`src/rtl/bin2bcd_seq_pkg.sv`:
```
// Shared display constants for the binary-to-BCD converter and the digit driver.
package bin2bcd_seq_pkg;

  localparam int unsigned BCD_DIGITS = 8;
  localparam int unsigned BCD_W      = 32;
  localparam logic [31:0] BCD_MAX    = 32'd99_999_999;
  localparam logic [31:0] BCD_SAT    = 32'h9999_9999;

  // Converter FSM encoding
  localparam logic [1:0] ST_IDLE  = 2'd0;
  localparam logic [1:0] ST_SHIFT = 2'd1;
  localparam logic [1:0] ST_DONE  = 2'd2;

endpackage

```
`src/rtl/bin2bcd_seq_if.sv`:
```
// Request/result bundle between the debug path and the BCD converter.
interface bin2bcd_seq_if
  import bin2bcd_seq_pkg::*;
#(
  parameter int unsigned BIN_W      = BCD_W,
  parameter int unsigned NUM_DIGITS = BCD_DIGITS
);

  logic                    in_valid;
  logic                    in_ready;
  logic [BIN_W-1:0]        value;
  logic [4*NUM_DIGITS-1:0] digits;
  logic                    ovf;
  logic                    done;

  modport master (
    output in_valid,
    output value,
    input  in_ready,
    input  digits,
    input  ovf,
    input  done
  );

  modport slave (
    input  in_valid,
    input  value,
    output in_ready,
    output digits,
    output ovf,
    output done
  );

endinterface

```
`src/rtl/bcd_add3.sv`:
```
// Double-dabble digit correction: a digit of 5 or more gets +3 before the shift.
module bcd_add3 (
  input  logic [3:0] din,
  output logic [3:0] dout_c
);

  // Correct one BCD digit ahead of the left shift
  always_comb begin
    dout_c = din;
    if (din >= 4'd5) begin
      dout_c = din + 4'd3;
    end
  end

endmodule

```
`src/rtl/bin2bcd_seq.sv`:
```
// Sequential binary to packed-BCD converter, one input bit per cycle, saturating.
module bin2bcd_seq
  import bin2bcd_seq_pkg::*;
#(
  parameter int unsigned BIN_W      = BCD_W,
  parameter int unsigned NUM_DIGITS = BCD_DIGITS
) (
  input  logic           clk,
  input  logic           rst,
  bin2bcd_seq_if.slave   io
);

  localparam int unsigned DIG_W = 4 * NUM_DIGITS;
  localparam int unsigned CNT_W = $clog2(BIN_W);

  logic [1:0]       state;
  logic [1:0]       state_nxt;
  logic [CNT_W-1:0] cnt;
  logic [BIN_W-1:0] bin_sr;
  logic [DIG_W-1:0] bcd_sr;
  logic [DIG_W-1:0] bcd_adj_c;
  logic             ovf_pend;
  logic [DIG_W-1:0] digits_q;
  logic             ovf_q;
  logic             done_q;
  logic             accept_c;
  logic             last_c;

  assign accept_c = (state == ST_IDLE) && io.in_valid;
  assign last_c   = (cnt == CNT_W'(BIN_W - 1));

  // Per-digit add-3 correction on the current BCD accumulator
  for (genvar g = 0; g < NUM_DIGITS; g++) begin : g_add3
    bcd_add3 u_add3 (
      .din    (bcd_sr[4*g +: 4]),
      .dout_c (bcd_adj_c[4*g +: 4])
    );
  end

  // State register
  always_ff @(posedge clk) begin
    if (rst) begin
      state <= ST_IDLE;
    end else begin
      state <= state_nxt;
    end
  end

  // Next-state logic
  always_comb begin
    state_nxt = state;
    case (state)
      ST_IDLE:  if (accept_c) state_nxt = ST_SHIFT;
      ST_SHIFT: if (last_c)   state_nxt = ST_DONE;
      ST_DONE:  state_nxt = ST_IDLE;
      default:  state_nxt = ST_IDLE;
    endcase
  end

  // Shift-and-add-3 datapath; top-digit carries only occur on saturating inputs
  always_ff @(posedge clk) begin
    if (rst) begin
      bin_sr   <= '0;
      bcd_sr   <= '0;
      cnt      <= '0;
      ovf_pend <= 1'b0;
    end else if (accept_c) begin
      bin_sr   <= io.value;
      bcd_sr   <= '0;
      cnt      <= '0;
      ovf_pend <= (io.value > BIN_W'(BCD_MAX));
    end else if (state == ST_SHIFT) begin
      {bcd_sr, bin_sr} <= {bcd_adj_c[DIG_W-2:0], bin_sr, 1'b0};
      cnt              <= cnt + CNT_W'(1);
    end
  end

  // Result registers: updated only on commit, so the display never sees partial values
  always_ff @(posedge clk) begin
    if (rst) begin
      digits_q <= '0;
      ovf_q    <= 1'b0;
      done_q   <= 1'b0;
    end else begin
      done_q <= (state == ST_DONE);
      if (state == ST_DONE) begin
        digits_q <= ovf_pend ? DIG_W'(BCD_SAT) : bcd_sr;
        ovf_q    <= ovf_pend;
      end
    end
  end

  assign io.in_ready = (state == ST_IDLE);
  assign io.digits   = digits_q;
  assign io.ovf      = ovf_q;
  assign io.done     = done_q;

endmodule

```
`src/flat_wrapper.sv`:
```
// flat-port wrapper written by rule: the top's interface ports become plain ports
module bin2bcd_seq_flat import bin2bcd_seq_pkg::*;
#(
  parameter int unsigned BIN_W      = BCD_W,
  parameter int unsigned NUM_DIGITS = BCD_DIGITS
)
  (clk, rst, io_in_valid, io_value, io_in_ready, io_digits, io_ovf, io_done);
  bin2bcd_seq_if #(.BIN_W(BIN_W), .NUM_DIGITS(NUM_DIGITS)) io_i ();
  input  logic clk;
  input  logic rst;
  input wire logic [$bits(io_i.in_valid)-1:0] io_in_valid;
  input wire logic [$bits(io_i.value)-1:0] io_value;
  output wire logic [$bits(io_i.in_ready)-1:0] io_in_ready;
  output wire logic [$bits(io_i.digits)-1:0] io_digits;
  output wire logic [$bits(io_i.ovf)-1:0] io_ovf;
  output wire logic [$bits(io_i.done)-1:0] io_done;
  assign io_i.in_valid = io_in_valid;
  assign io_i.value = io_value;
  assign io_in_ready = io_i.in_ready;
  assign io_digits = io_i.digits;
  assign io_ovf = io_i.ovf;
  assign io_done = io_i.done;
  bin2bcd_seq #(.BIN_W(BIN_W), .NUM_DIGITS(NUM_DIGITS)) u_core (.clk(clk), .rst(rst), .io(io_i));
endmodule
```
`config.mk`:
```
export PLATFORM = sky130hd
export DESIGN_NAME = bin2bcd_seq_flat
export DESIGN_NICKNAME = d
export VERILOG_FILES = /design/src/rtl/bin2bcd_seq_pkg.sv /design/src/rtl/bin2bcd_seq_if.sv /design/src/rtl/bcd_add3.sv /design/src/rtl/bin2bcd_seq.sv /design/src/flat_wrapper.sv
export SDC_FILE = /design/constraint.sdc
export NUM_CORES = 1
export LEC_CHECK = 0
export CAP_MARGIN = 25
export CELL_PAD_IN_SITES_DETAIL_PLACEMENT = 1
export CELL_PAD_IN_SITES_GLOBAL_PLACEMENT = 1
export CORE_ASPECT_RATIO = 1.25
export CORE_MARGIN = 5
export CORE_UTILIZATION = 40
export DETAILED_ROUTE_END_ITERATION = 10
export HOLD_SLACK_MARGIN = 0.08
export PLACE_DENSITY = 0.77
export SLEW_MARGIN = 25
export SYNTH_ARGS = -nofsm -noshare
export SYNTH_HDL_FRONTEND = slang
export SYNTH_SLANG_ARGS = --single-unit
```
`constraint.sdc`:
```
create_clock -name clk -period 1.85 [get_ports clk]
set_input_delay 0.2775 -clock clk [delete_from_list [all_inputs] [get_ports clk]]
set_output_delay 0.2775 -clock clk [all_outputs]
set_load 0.02 [all_outputs]
```
-- After elaboration in Yosys (flattened, before gate mapping)
Index checks and enable logic that the tools add are counted.
- $add $sub $neg: 9
- magnitude comparators: 9
- equal/unequal tests: 5
- muxes and demuxes: 14
- reductions and logical operators: 5
- operator list (cell ; number):
    32-bit two-way mux ; 3
    4-bit by 3-bit greater-or-equal comparator with 1-bit output, second input constant ; 8
    32-bit by 27-bit > comparator with 1-bit output, second input constant ; 1
    4-bit by 2-bit adder with 4-bit output, second input constant ; 7
    4-bit two-way mux ; 7
    5-bit by 1-bit adder with 5-bit output, second input constant ; 1
    5-bit == test, second input constant ; 1
    2-bit two-way mux ; 2
    2-bit by 1-bit inequality test with 1-bit output, second input constant ; 2
    2-bit one-hot mux with 2 select lines ; 1
    3-bit by 2-bit adder with 3-bit output, second input constant ; 1
    3-bit two-way mux ; 1
    2-bit by 1-bit == test with 1-bit output, second input constant ; 1
    2-bit == test, second input constant ; 1
    2-bit zero test ; 1
    2-bit AND reduction ; 1
    2-bit nonzero test ; 1
    2-bit OR reduction ; 1
    1-bit logical AND ; 1
- bits in registers: 106
- output and inout bits: 35
- word-level logic and storage cells: 50

-- Logic depth before layout (Yosys ltp)
- depth after elaboration: 4
- mapped depth: 7
- mapped depth without buffers: 7

-- Modules after synthesis
From an unflattened synthesis, not the netlist that was laid out.
- cell total of the unflattened synthesis: 610
- area, all modules: 5053.6 um^2
- modules (own cells, without submodules) (module ; instances ; cells each ; area an instance (um^2) ; seq. area each (um^2)):
    bin2bcd_seq ; 1 ; 482 ; 4242.8 ; 2122.0
    bcd_add3 ; 8 ; 16 ; 101.3 ; 0.0

-- Worst setup path after synthesis
Ideal clock, no wire load.
- kind: register -> register
- start point: register u_core.bcd_sr[13]
- end point: register u_core.bcd_sr[14]
- library setup time: 0.070 ns
- arrival: 1.279 ns
- required time: 1.780 ns
- path slack: 0.502 ns
- stages on the path, launching flop included: 8
- period minus slack after synthesis: 1.348 ns
- cells stage by stage: dfxtp_1 > inv_1 > ha_1 > nand2b_1 > a21oi_1 > and2_1 > o21ai_0 > a21oi_1
- longest elaborated chain between the ends: 2
- RTL lines (what ; line ; RTL):
    start, declared ; bin2bcd_seq.sv:20 ; logic [DIG_W-1:0] bcd_sr;
    start signal, assigned ; bin2bcd_seq.sv:73 ; {bcd_sr, bin_sr} <= {bcd_adj_c[DIG_W-2:0], bin_sr, 1'b0};
    4-bit by 2-bit adder with 4-bit output or 4-bit by 3-bit greater-or-equal comparator with 1-bit output (tied branches) ; bcd_add3.sv:11, bcd_add3.sv:10 ;
    4-bit two-way mux (*) ; bcd_add3.sv:10 ; if (din >= 4'd5) begin
Mark *: on every way between the ends. The rest lies on a longest branch, timed or not.
A chain may end at the register's enable or synchronous reset.

-- Worst setup path in the final report
- start point: register u_core.bcd_sr[17]
- end point: register u_core.bcd_sr[18]
The elaborated chain is that of the path after synthesis.

==> metrics.yaml <==
run_status:
  status: "finished, final reports clean"
setup_path:
  cp-end-kind: "register"
  crit_chain: "inv_1 > ha_1 > nand2b_1 > a21oi_1 > and2_1 > o21ai_0 > a21oi_1"
  critPathKind: "reg -> reg"
  cpPeakStageDelay_ns: 0.36
  critPathSlowestCell: "dfxtp_1"
  critPathBufInv: 1
  crit_path_frequent_cell: "a21oi_1"
  worstPathMaxFanout: 4
  crit_family: "compound AO/OA/AOI/OAI gates"
  cp_data_required_time_ns: 2.13
  startpoint_type: "register"
  critPathArrivalTime_ns: 1.88
clock_network:
  clk_pin_slew_ns: 0.07
  post-cts-setup-buffers: 0
  htreeDepth: 3
  cts.sinks: 106
  tritoncts: "done"
  clock_path_buffers: 2
  cts-root-buf: "clkbuf_16"
  cts_inserted_buffers: 9
  clk_latency_ns: 0.35
die:
  die_h_um: 131
  ios: 70
  die_area_sq_um: 14000
  core_sq_um: 11600
  die_w_um: 107
  initial_core_util_pct: 40.5
  rows: 44
timing:
  finalSetupViolations: 0
  maxSlewViolCount: 0
  fin_crit_sh_pct: 86.5
  whs_ns: 0.445
  rsz0062_at_grt: "no"
  fin_setup_tns_ns: 0
  hold_viol: 0
  slew_headroom_pct: 57.9
  fmax_ghz: 0.625
  fin_crit_ns: 1.60
  max_slew.worst_pin.slew_ns: 0.631
  finClkSkew_ns: 0.00693
final_layout:
  stdcell_area_sq_um: 5840
  nNetsFinal: 686
  syn_to_final_growth_pct: 24.6
  drive_gt1_share_pct: 5.33
  antenna_cells: 0
  layoutNonFillerInstCount: 776
  fin_util_pct: 50.5
pwr:
  peakVddDrop_v: 0.000412
  power.leakage_uw: 0.00205
  power.density_nw_per_um2: 794
route:
  num_vias: 4198
  drc: 0
  drt-wirelength-per-cell_um: 15.8
  drt-total-wl_um: 12300
  antenna_left: 0
  via_per_inst: 5.41
  drt_iter0_drc: 125
  dr.pass1.iters: 4
global_routing:
  grt_max_degree: 44
  first_global_vias: 4286
  grt_overflow: 0
  grt_pass1_wl_um: 20400
  grt_usage_pct: 18.1
  antenna_found_initial: 0
placed_design:
  dp_hpwl_um: 8670
  placed_area_sq_um: 5550
  dp_cells: 760
  numPortBuffers: 69
  routabilityCongestion: 0.821
min_path:
  hp-class: "in -> reg"
yosys:
  synth_top_family_by_area: "simple AND/OR/NAND/NOR gates"
  netlist_instances: 577
  synthXorXnorAreaFrac_pct: 3.37
  synth_flop_cell: "dfxtp_1"
  synth_cell_types: 31
  synthArstFlopShare_pct: 0
  synth_seq_cells: 106
  synth_nets: 630
  ys_warn_count: 0
  synth-edff-count: 0
  synth_area_sq_um: 4680
  yosysTopAreaCellShare_pct: 45.3
  ys_top_cells_by_area: "dfxtp_1, a21oi_1, nand2_1, a22oi_1, ha_1"
  ys_seq_area_share_pct: 45.3
  synthAdderAreaFrac_pct: 4.81
  synth-compound-area-share_pct: 17.5
  yosys.area_share.simple_pct: 23.1
  synthMuxAreaShare_pct: 0.214
  avgSynthCellArea_sq_um: 8.12
  yosysTopAreaCell: "dfxtp_1"
flow_run:
  cap_violations: 0
[cell type report]
type / count / area [sq um]
Clock buffer: 14 / 274
Clock inverter: 2 / 10.0
Fill cell: 1390 / 5720
Inverter: 16 / 60.1
Multi-Input combinational cell: 415 / 2300
Sequential cell: 106 / 2120
Tap cell: 138 / 173
Timing Repair Buffer: 85 / 896
[metrics by stage]
stage | total power, uW | setup WS (ns)
finish | 4640 | 0.250
global route | 4830 | 0.102
CTS | 4700 | 0.0205
detailed placement | 2850 | -0.0166
global placement | 2830 | 0.0472
floorplan | 2660 | 0.502
[logic make-up (layout without fill, tap and decap cells)]
group | count (synthesis) | in the layout
multiplexers | 1 | 1
AO/OA/AOI/OAI | 148 | 148
adder cells (fa/ha/maj) | 18 | 18
XOR/XNOR | 18 | 18
flip-flops | 106 | 106
AND/OR/NAND/NOR | 230 | 230
buffers and inverters | 56 | 117
[worst reg2reg max path, stage by stage (launching register included)]
cell,delay (ns)
dfxtp_1,0.36
inv_1,0.12
ha_1,0.20
nand2b_1,0.14
a21oi_1,0.32
and2_1,0.18
o21ai_0,0.08
a21oi_1,0.13
[final timing paths]
kind                                           from                           endpoint  slack, ns  cells after the start
setup / recovery     u_core.bcd_sr[17]$_SDFFE_PP0P_     u_core.bcd_sr[18]$_SDFFE_PP0P_       0.25                      7
hold / removal                                  rst      u_core.bin_sr[0]$_SDFFE_PP0P_       0.44                      3
setup reg to reg     u_core.bcd_sr[17]$_SDFFE_PP0P_     u_core.bcd_sr[18]$_SDFFE_PP0P_       0.25                      7
hold reg to reg   u_core.io.digits[29]$_SDFFE_PP0P_  u_core.io.digits[29]$_SDFFE_PP0P_       0.44                      2
[layer usage]
layer	vias to the layer above	global-route usage [%]	routed length, um	share of wire, %
met2	61	35.8	6720	55
met3	14	3.10	332	2.7
met4	0	7.22	247	2.0
met1	2039	18.8	4960	40
met5	-	0	0	0
li1	2084	-	-	-
[Yosys cell counts (all sizes together) (3+ instances only)]
master / instances
dfxtp: 106
a21oi: 93
nand2: 82
nor2: 50
nor3: 41
a22oi: 31
buf: 29
o21ai: 23
ha: 18
inv: 16
clkbuf: 11
nand2b: 11
nand3: 9
nand3b: 9
xnor2: 9
xor2: 9
or3: 8
and2: 7
nor3b: 3
[state kept, by name, summed over array words and instances, names as in the netlist]
signal / cells
u_core.io.ovf: 1
u_core.bcd_sr: 32
u_core.bin_sr: 32
u_core.ovf_pend: 1
u_core.state: 2
u_core.io.done: 1
u_core.cnt: 5
u_core.io.digits: 32
[repair_timing]
item / CTS / global route
resized for setup: 0 / 1
hold buffers: 0 / 0
hold endpoints to repair: 0 / 0
setup endpoints to repair: 0 / 1
[placed cells by master, fill, tap and decap left out, types with 3 or more instances in the layout]
| cell type | netlist | final |
|---|---|---|
| clkbuf_8 | 0 | 3 |
| dfxtp_1 | 106 | 106 |
| nand3_1 | 9 | 9 |
| clkdlybuf4s50_1 | 0 | 67 |
| clkbuf_16 | 0 | 9 |
| ha_1 | 18 | 18 |
| and2_1 | 7 | 7 |
| o21ai_0 | 23 | 23 |
| nand2_1 | 82 | 82 |
| buf_4 | 8 | 9 |
| xnor2_1 | 9 | 9 |
| a21oi_1 | 93 | 93 |
| nor2_1 | 49 | 49 |
| nor3_1 | 41 | 41 |
| or3_1 | 8 | 8 |
| nand3b_1 | 9 | 9 |
| buf_12 | 0 | 7 |
| nand2b_1 | 11 | 11 |
| a22oi_1 | 31 | 31 |
| inv_1 | 16 | 16 |
| xor2_1 | 9 | 9 |
[where the power goes]
group          internal (uW)  total [uW]  switching (uW)
registers               2340        2380            44.0
clock network           1020        1850             827
logic                    183         409             226
Note: power is estimated with default switching activity, not from simulation.
